[config.mk]
export PLATFORM = sky130hd
export DESIGN_NAME = mc_control_fsm
export DESIGN_NICKNAME = d
export VERILOG_FILES = /design/src/rtl/mc_control_fsm.sv
export SDC_FILE = /design/constraint.sdc
export NUM_CORES = 1
export LEC_CHECK = 0
export CELL_PAD_IN_SITES_DETAIL_PLACEMENT = 1
export CELL_PAD_IN_SITES_GLOBAL_PLACEMENT = 1
export CORE_UTILIZATION = 24
export CTS_CLUSTER_DIAMETER = 60
export DETAILED_ROUTE_END_ITERATION = 10
export GPL_TIMING_DRIVEN = 1
export PLACE_DENSITY = 0.75
export SYNTH_ARGS = -nofsm -noshare
export SYNTH_HDL_FRONTEND = slang
export SYNTH_SLANG_ARGS = --single-unit
[constraint.sdc]
create_clock -name clk -period 2.2 [get_ports clk]
set_clock_uncertainty 0.2 [all_clocks]
set_input_delay 0.33 -clock clk [delete_from_list [all_inputs] [get_ports clk]]
set_output_delay 0.33 -clock clk [all_outputs]
set_load 0.01 [all_outputs]
[src/rtl/mc_control_fsm.sv]
// Multicycle control unit: Moore FSM sequencing a shared ALU and
// unified memory across FETCH/DECODE/EXEC/WB cycles per instruction.
module mc_control_fsm (
   input  logic       clk,
   input  logic       reset,
   input  logic [6:0] op,
   input  logic [2:0] funct3,
   input  logic       funct7b5,
   input  logic       zero,
   output logic       PCWrite,
   output logic       AdrSrc,
   output logic       MemWrite,
   output logic       IRWrite,
   output logic [1:0] ResultSrc,
   output logic [1:0] ALUSrcA,
   output logic [1:0] ALUSrcB,
   output logic [1:0] ImmSrc,
   output logic       RegWrite,
   output logic [2:0] ALUControl,
   output logic       instr_done,
   output logic [3:0] state
);

   typedef enum logic [3:0] {
      S_FETCH    = 4'd0,
      S_DECODE   = 4'd1,
      S_MEMADR   = 4'd2,
      S_MEMREAD  = 4'd3,
      S_MEMWB    = 4'd4,
      S_MEMWRITE = 4'd5,
      S_EXECR    = 4'd6,
      S_ALUWB    = 4'd7,
      S_EXECI    = 4'd8,
      S_JAL      = 4'd9,
      S_BEQ      = 4'd10
   } state_t;

   localparam logic [6:0] OP_LW   = 7'b0000011;
   localparam logic [6:0] OP_SW   = 7'b0100011;
   localparam logic [6:0] OP_R    = 7'b0110011;
   localparam logic [6:0] OP_I    = 7'b0010011;
   localparam logic [6:0] OP_JAL  = 7'b1101111;
   localparam logic [6:0] OP_BEQ  = 7'b1100011;

   state_t     cur, nxt;
   logic       pcupdate, branch, legal;
   logic       irw, regw, memw, done;
   logic [1:0] aluop, imm;

   // State register; reset returns to FETCH.
   always_ff @(posedge clk) begin
      if (reset) cur <= S_FETCH;
      else       cur <= nxt;
   end

   // Next-state and Moore output decode.
   always_comb begin
      nxt       = S_FETCH;
      pcupdate  = 1'b0;
      branch    = 1'b0;
      legal     = 1'b1;
      irw       = 1'b0;
      regw      = 1'b0;
      memw      = 1'b0;
      done      = 1'b0;
      AdrSrc    = 1'b0;
      ResultSrc = 2'b00;
      ALUSrcA   = 2'b00;
      ALUSrcB   = 2'b00;
      aluop     = 2'b00;
      case (cur)
         S_FETCH: begin
            nxt       = S_DECODE;
            irw       = 1'b1;
            pcupdate  = 1'b1;
            ALUSrcB   = 2'b10;
            ResultSrc = 2'b10;
         end
         S_DECODE: begin
            ALUSrcA = 2'b01;
            ALUSrcB = 2'b01;
            case (op)
               OP_LW, OP_SW: nxt = S_MEMADR;
               OP_R:         nxt = S_EXECR;
               OP_I:         nxt = S_EXECI;
               OP_JAL:       nxt = S_JAL;
               OP_BEQ:       nxt = S_BEQ;
               default: begin
                  nxt  = S_FETCH;
                  done = 1'b1;
               end
            endcase
         end
         S_MEMADR: begin
            ALUSrcA = 2'b10;
            ALUSrcB = 2'b01;
            if (op == OP_LW)      nxt = S_MEMREAD;
            else if (op == OP_SW) nxt = S_MEMWRITE;
            else                  nxt = S_FETCH;
         end
         S_MEMREAD: begin
            nxt    = S_MEMWB;
            AdrSrc = 1'b1;
         end
         S_MEMWB: begin
            ResultSrc = 2'b01;
            regw      = 1'b1;
            done      = 1'b1;
         end
         S_MEMWRITE: begin
            AdrSrc = 1'b1;
            memw   = 1'b1;
            done   = 1'b1;
         end
         S_EXECR: begin
            nxt     = S_ALUWB;
            ALUSrcA = 2'b10;
            aluop   = 2'b10;
         end
         S_EXECI: begin
            nxt     = S_ALUWB;
            ALUSrcA = 2'b10;
            ALUSrcB = 2'b01;
            aluop   = 2'b10;
         end
         S_ALUWB: begin
            regw = 1'b1;
            done = 1'b1;
         end
         S_JAL: begin
            nxt      = S_ALUWB;
            ALUSrcA  = 2'b01;
            ALUSrcB  = 2'b10;
            pcupdate = 1'b1;
         end
         S_BEQ: begin
            ALUSrcA = 2'b10;
            aluop   = 2'b01;
            branch  = 1'b1;
            done    = 1'b1;
         end
         default: legal = 1'b0;
      endcase
   end

   // ALU decoder: ALUOp selects add/sub or funct3-driven operation.
   always_comb begin
      ALUControl = 3'b000;
      case (aluop)
         2'b01: ALUControl = 3'b001;
         2'b10: begin
            case (funct3)
               3'b000:  ALUControl = (op[5] & funct7b5) ? 3'b001 : 3'b000;
               3'b010:  ALUControl = 3'b101;
               3'b110:  ALUControl = 3'b011;
               3'b111:  ALUControl = 3'b010;
               default: ALUControl = 3'b000;
            endcase
         end
         default: ALUControl = 3'b000;
      endcase
   end

   // Immediate format straight from the opcode.
   always_comb begin
      imm = 2'b00;
      case (op)
         OP_SW:   imm = 2'b01;
         OP_BEQ:  imm = 2'b10;
         OP_JAL:  imm = 2'b11;
         default: imm = 2'b00;
      endcase
   end

   assign ImmSrc     = legal ? imm : 2'b00;
   assign PCWrite    = ~reset & (pcupdate | (branch & zero));
   assign IRWrite    = ~reset & irw;
   assign RegWrite   = ~reset & regw;
   assign MemWrite   = ~reset & memw;
   assign instr_done = ~reset & done;
   assign state      = cur;

endmodule

== Word level (Yosys, flattened, before mapping) ==
Cells that the tools add are included.
Word-level totals
  register bits after elaboration: 4
  bits of input ports: 14
  output and inout port bits: 21
  word-level logic and storage cells: 67
Cells by class
  equal/unequal tests: 21
  mux-type cells: 22
  bitwise logic cells: 9
  reduce and logical (&&, ||, !) cells: 14
Operator list (count)
  one-hot mux 4 bit (5 select lines): 2
  equality test 4 x 3 -> 1 bit (second input constant): 4
  one-hot mux 2 bit (2 select lines): 4
  equality test 7 x 6 -> 1 bit (second input constant): 2
  equality test 7 bit (second input constant): 2
  equality test 4 bit (second input constant): 3
  one-hot mux 3 bit (4 select lines): 1
  OR reduction 2 bit: 6
  OR reduction 11 bit: 1
  two-way mux 1 bit: 9
  equality test 4 x 2 -> 1 bit (second input constant): 2
  OR reduction 4 bit: 2
  AND 1 bit: 7
  equality test 7 x 2 -> 1 bit (second input constant): 1
  equality test 7 x 5 -> 1 bit (second input constant): 1
  equality test 3 bit (second input constant): 2
  two-way mux 3 bit: 2
  one-hot mux 2 bit (3 select lines): 1
  one-hot mux 3 bit (2 select lines): 1
  OR reduction 3 bit: 2
  OR reduction 6 bit: 1
  equality test 4 x 1 -> 1 bit (second input constant): 1
  logical NOT 4 bit: 1
  equality test 3 x 2 -> 1 bit (second input constant): 1
  7 further kinds: 7

== Logic depth before layout (Yosys ltp) ==
  depth in word-level cells: 5
  gate-level depth with buffers: 8
  mapped depth without buffers: 7

== Least setup slack after synthesis ==
No wires, ideal clock.
  kind: register to output
  start point: reg cur[1] (netlist: state[1])
  end point: out ALUControl[1]
  data arrival time: 1.555 ns
  required time: 1.670 ns
  path slack: 0.115 ns
  cell stages (with the launch flop): 6
  buffers on the path: 1
  cell sequence: dfxtp_1 -> buf_2 -> nand3b_1 -> a21oi_1 -> ha_1 -> nor3_1
On the way
  word-level cells in the longest chain between the ends: 5
  elaborated cells on any way between the ends: 8
  classes of those cells: eq/ne (5); mux (2); reduce/logical (1)
RTL lines
  start: declaration: RTL line 45  | state_t cur, nxt;
  start signal: assignment: RTL line 53  | else cur <= nxt;
  equality test 4 bit / equality test 4 x 3 -> 1 bit (equally long branches): RTL line 71  | case (cur)
  OR reduction 2 bit (no line)
  one-hot mux 2 bit (2 select lines) *: RTL line 71
  equality test 2 bit / equality test 2 x 1 -> 1 bit (equally long branches): RTL line 149  | case (aluop)
  one-hot mux 3 bit (2 select lines) *: RTL line 149
  end: declaration: RTL line 19  | output logic [2:0] ALUControl,
Mark *: on every way between the ends. The rest lies on a longest branch, timed or not.

== Worst setup path after layout ==
  start point: in op[0]
  end point: out ImmSrc[1]
On the way
  word-level cells in the longest chain between the ends: 3
  elaborated cells on any way between the ends: 5
  classes of those cells: eq/ne (3); mux (2)
RTL lines
  start: declaration: RTL line 6  | input logic [6:0] op,
  equality test 7 bit / equality test 7 x 6 -> 1 bit (equally long branches): RTL line 167  | case (op)
  one-hot mux 2 bit (3 select lines) *: RTL line 167
  two-way mux 2 bit *: RTL line 175  | assign ImmSrc = legal ? imm : 2'b00;
  end: declaration: RTL line 17  | output logic [1:0] ImmSrc,
Marks and branches as above.

==> flow_summary_export.csv <==
group,metric,value,unit
run_status,status,"complete, but fails checks",
run_status,violations,"setup timing",
yosys,synth_edf_count,0,
power,p_leak,0.560,nW
worst_hold_path,hold-path-endpoint,"state[3]",
sta,hold_viol_final,0,
final_layout,area_delta_synth_final,110,%
power,clkPwrFrac,0.307,
final_layout,largest_reg_flops,4,
power,p_sw,0.0999,mW
yosys,synthFlopType,"dfxtp_1",
yosys,synth_seq_cells,4,
worst_hold_path,hold_path.startpoint,"op[6]",
clock_network,root_buffer,"clkbuf_4",
worst_setup_path,cp.arrival,1.69,ns
yosys,yosysSeqAreaShare,0.131,
yosys,synth_area,609,µm²
yosys,syn_inst,91,
yosys,synth.distinct_cells,38,
final_layout,final_cell_mix,"buf_4 (32), clkdlybuf4s50_1 (16), dlygate4sd2_1 (9), nor2_1 (7), nor3_1 (7)",
floorplanning,io_pins,35,
clock_network,path_clk_slew,0.04,ns
clock_network,clk_latency,0.24,ns
routing,via_per_inst,5.13,
final_layout,instances_no_fill,183,
floorplanning,die_w,52.4,µm
floorplanning,fp.dieH,52.4,µm
worst_setup_path,reg2regPathDepth,5,
placement,dp_hpwl,2.19,mm
sta,relSlewSlack,0.755,
routing,drt_iter0_drc,7,
yosys,yosysTopAreaCell,"dfxtp_1",
yosys,synth.avg_cell_area,6.70,µm²
power,combPwrFrac,0.459,
placement,finalWeightedCongestion,0.805,
power,intPower,0.211,mW
placement,place_area,1180,µm²
worst_setup_path,worstPathRequired,1.67,ns
worst_setup_path,reg2reg_to,"state[1]",
clock_network,cts_hold_buf,0,
worst_setup_path,critPathKind,"in2out",
floorplanning,rows,17,
routing,via_count,939,
global_routing,grt_pass1_vias,1026,
power,ir_worst_vdd,0.189,mV
global_routing,gr-usage-all-layers,0.234,
routing,first_pass_iters,4,
global_routing,grt_max_degree,13,
power,seqPwrFrac,0.235,
sta,setup_viol,2,
final_layout,n_fill_cell,299,
floorplanning,core-area,2300,µm²
sta,period_minus_slack,2.22,ns
sta,rsz0062_at_grt,"true",
flow_run,cap_violations,0,
sta,worst_pin_slew,0.367,ns
final_layout,layout_commonest_cell,"buf_4",
worst_setup_path,r2r_slack,0.48,ns
placement,io_buffers,34,
clock_network,cts_made_buffers,3,
global_routing,gr-total-overflow,0,
clock_network,h-tree-depth,1,
sta,setup_slack,-0.0167,ns
yosys,yosys-top-cells-area,"dfxtp_1 (13%), nor3_1 (8.2%), a21oi_1 (6.6%), nor2_1 (5.5%), nand2b_1 (5.1%)",
power,swShare,0.322,
global_routing,grt_first_pass_wirelength,4.70,mm
yosys,synth_fp_nets,107,
final_layout,multiInputGateArea,544,µm²
global_routing,antenna_found_initial,0,
sta,fin_crit_sh,1.01,
routing,wl_per_cell,16.2,µm
worst_setup_path,worstSetupEndpointType,"output pin",
routing,ant_nets,0,
final_layout,fin_area,1280,µm²
routing,wl,2.97,mm
worst_setup_path,r2r-start,"state[2]",
final_layout,diodes,0,
clock_network,clkSinkCount,4,
clock_network,clock_path_buffers,2,
worst_hold_path,whs_path_depth,4,
sta,max_freq,451,MHz
floorplanning,die_area,2740,µm²
final_layout,fin_util,0.558,
worst_hold_path,hold_class,"in2reg",
final_layout,regArea,91.3,µm²
final_layout,finalNetCount,173,
floorplanning,start_util,0.265,
final_layout,drive_gt1_frac,0.413,
yosys,ys_async_sr_fraction,0,
yosys,synth_top_area_frac,0.131,
yosys,yosys_warnings,0,
clock_network,cts_tree,"built",
worst_setup_path,cp_max_fo,4,
routing,drc,0,
placement,dpl.cell_count,177,
sta,fin_setup_tns,-0.0309,ns
worst_setup_path,start_kind,"input port",
power,powerDensity,242,nW/µm²
sta,drv_slew,0,
==> through the flow <==
step / setup slack [ns] / hold slack (ns) / power (mW)
after floorplan: 0.115 / 0.320 / 0.128
after global placement: -0.274 / 0.455 / 0.213
after CTS: -0.0347 / 0.445 / 0.307
after detailed placement: -0.423 / 0.495 / 0.218
after global routing: -0.106 / 0.479 / 0.323
final: -0.0167 / 0.468 / 0.310
==> layer usage <==
layer,track usage,vias to the layer above,part of all wire
met1,0.265,439,0.39
met2,0.449,35,0.54
li1,-,455,-
met5,0,-,0
met4,0.0877,0,0.026
met3,0.0116,10,0.046
==> power by group through the flow <==
stage	clock network (mW)	logic [mW]	registers, mW
finish	0.0953	0.142	0.0728
global route	0.0963	0.154	0.0732
CTS	0.0957	0.137	0.0741
detailed placement	0	0.141	0.0772
global placement	0	0.136	0.0772
floorplan	0	0.0497	0.0786
==> cell usage after synthesis, types with 2 or more instances <==
master and n:
nor2_1 9, buf_2 3, nand3b_1 2, nor4_1 2
nor2b_1 2, and2_1 2, dfxtp_1 4, o21ai_1 3
nor3_1 10, or3_1 2, nand2b_1 5, a21oi_1 8
nand2_1 6, o31a_1 2, nand4_1 2, inv_1 6
ha_1 2
==> timing repair <==
action / 4_1_cts / 5_1_grt
endpoints found under the setup margin: 17 / 8
gates resized for setup: 41 / 12
pin swaps: 2 / 3
cloned: 0 / 0
buffers inserted: 2 / 1
==> critical path, stage by stage <==
cell and delay [ns]:
clkdlybuf4s50_1 0.44, and2_1 0.22, o21ai_2 0.12, nor3_1 0.27, dlygate4sd2_1 0.31
==> kinds of logic after synthesis <==
logic type | after synthesis | synth area share
AO/OA/AOI/OAI | 21 | 0.228
multiplexers | 1 | 0.0185
flip-flops | 4 | 0.131
AND/OR/NAND/NOR | 48 | 0.450
adder cells (fa/ha/maj) | 3 | 0.0575
XOR/XNOR | 2 | 0.0288
buffers and inverters | 12 | 0.0862
==> how the worst max path moves through the flow <==
stage          cells after the start            end     start  slack [ns]
2_1_floorplan                      5  ALUControl[1]  state[1]        0.11
3_3_place_gp                       6     instr_done     op[2]       -0.27
3_5_place_dp                       6     instr_done     op[2]       -0.42
4_1_cts                            5     instr_done  state[1]       -0.03
5_1_grt                            5      ImmSrc[1]     op[1]       -0.11
6_report                           5      ImmSrc[1]     op[0]       -0.02
==> layout make-up <==
class | instances | share of cell area
multi-input combinational | 75 | 0.424
tap | 28 | 0.0273
inverter | 7 | 0.0205
timing repair buffer | 66 | 0.439
clock buffer | 3 | 0.0176
sequential | 4 | 0.0712
Note: power is estimated with default switching activity, not from simulation.
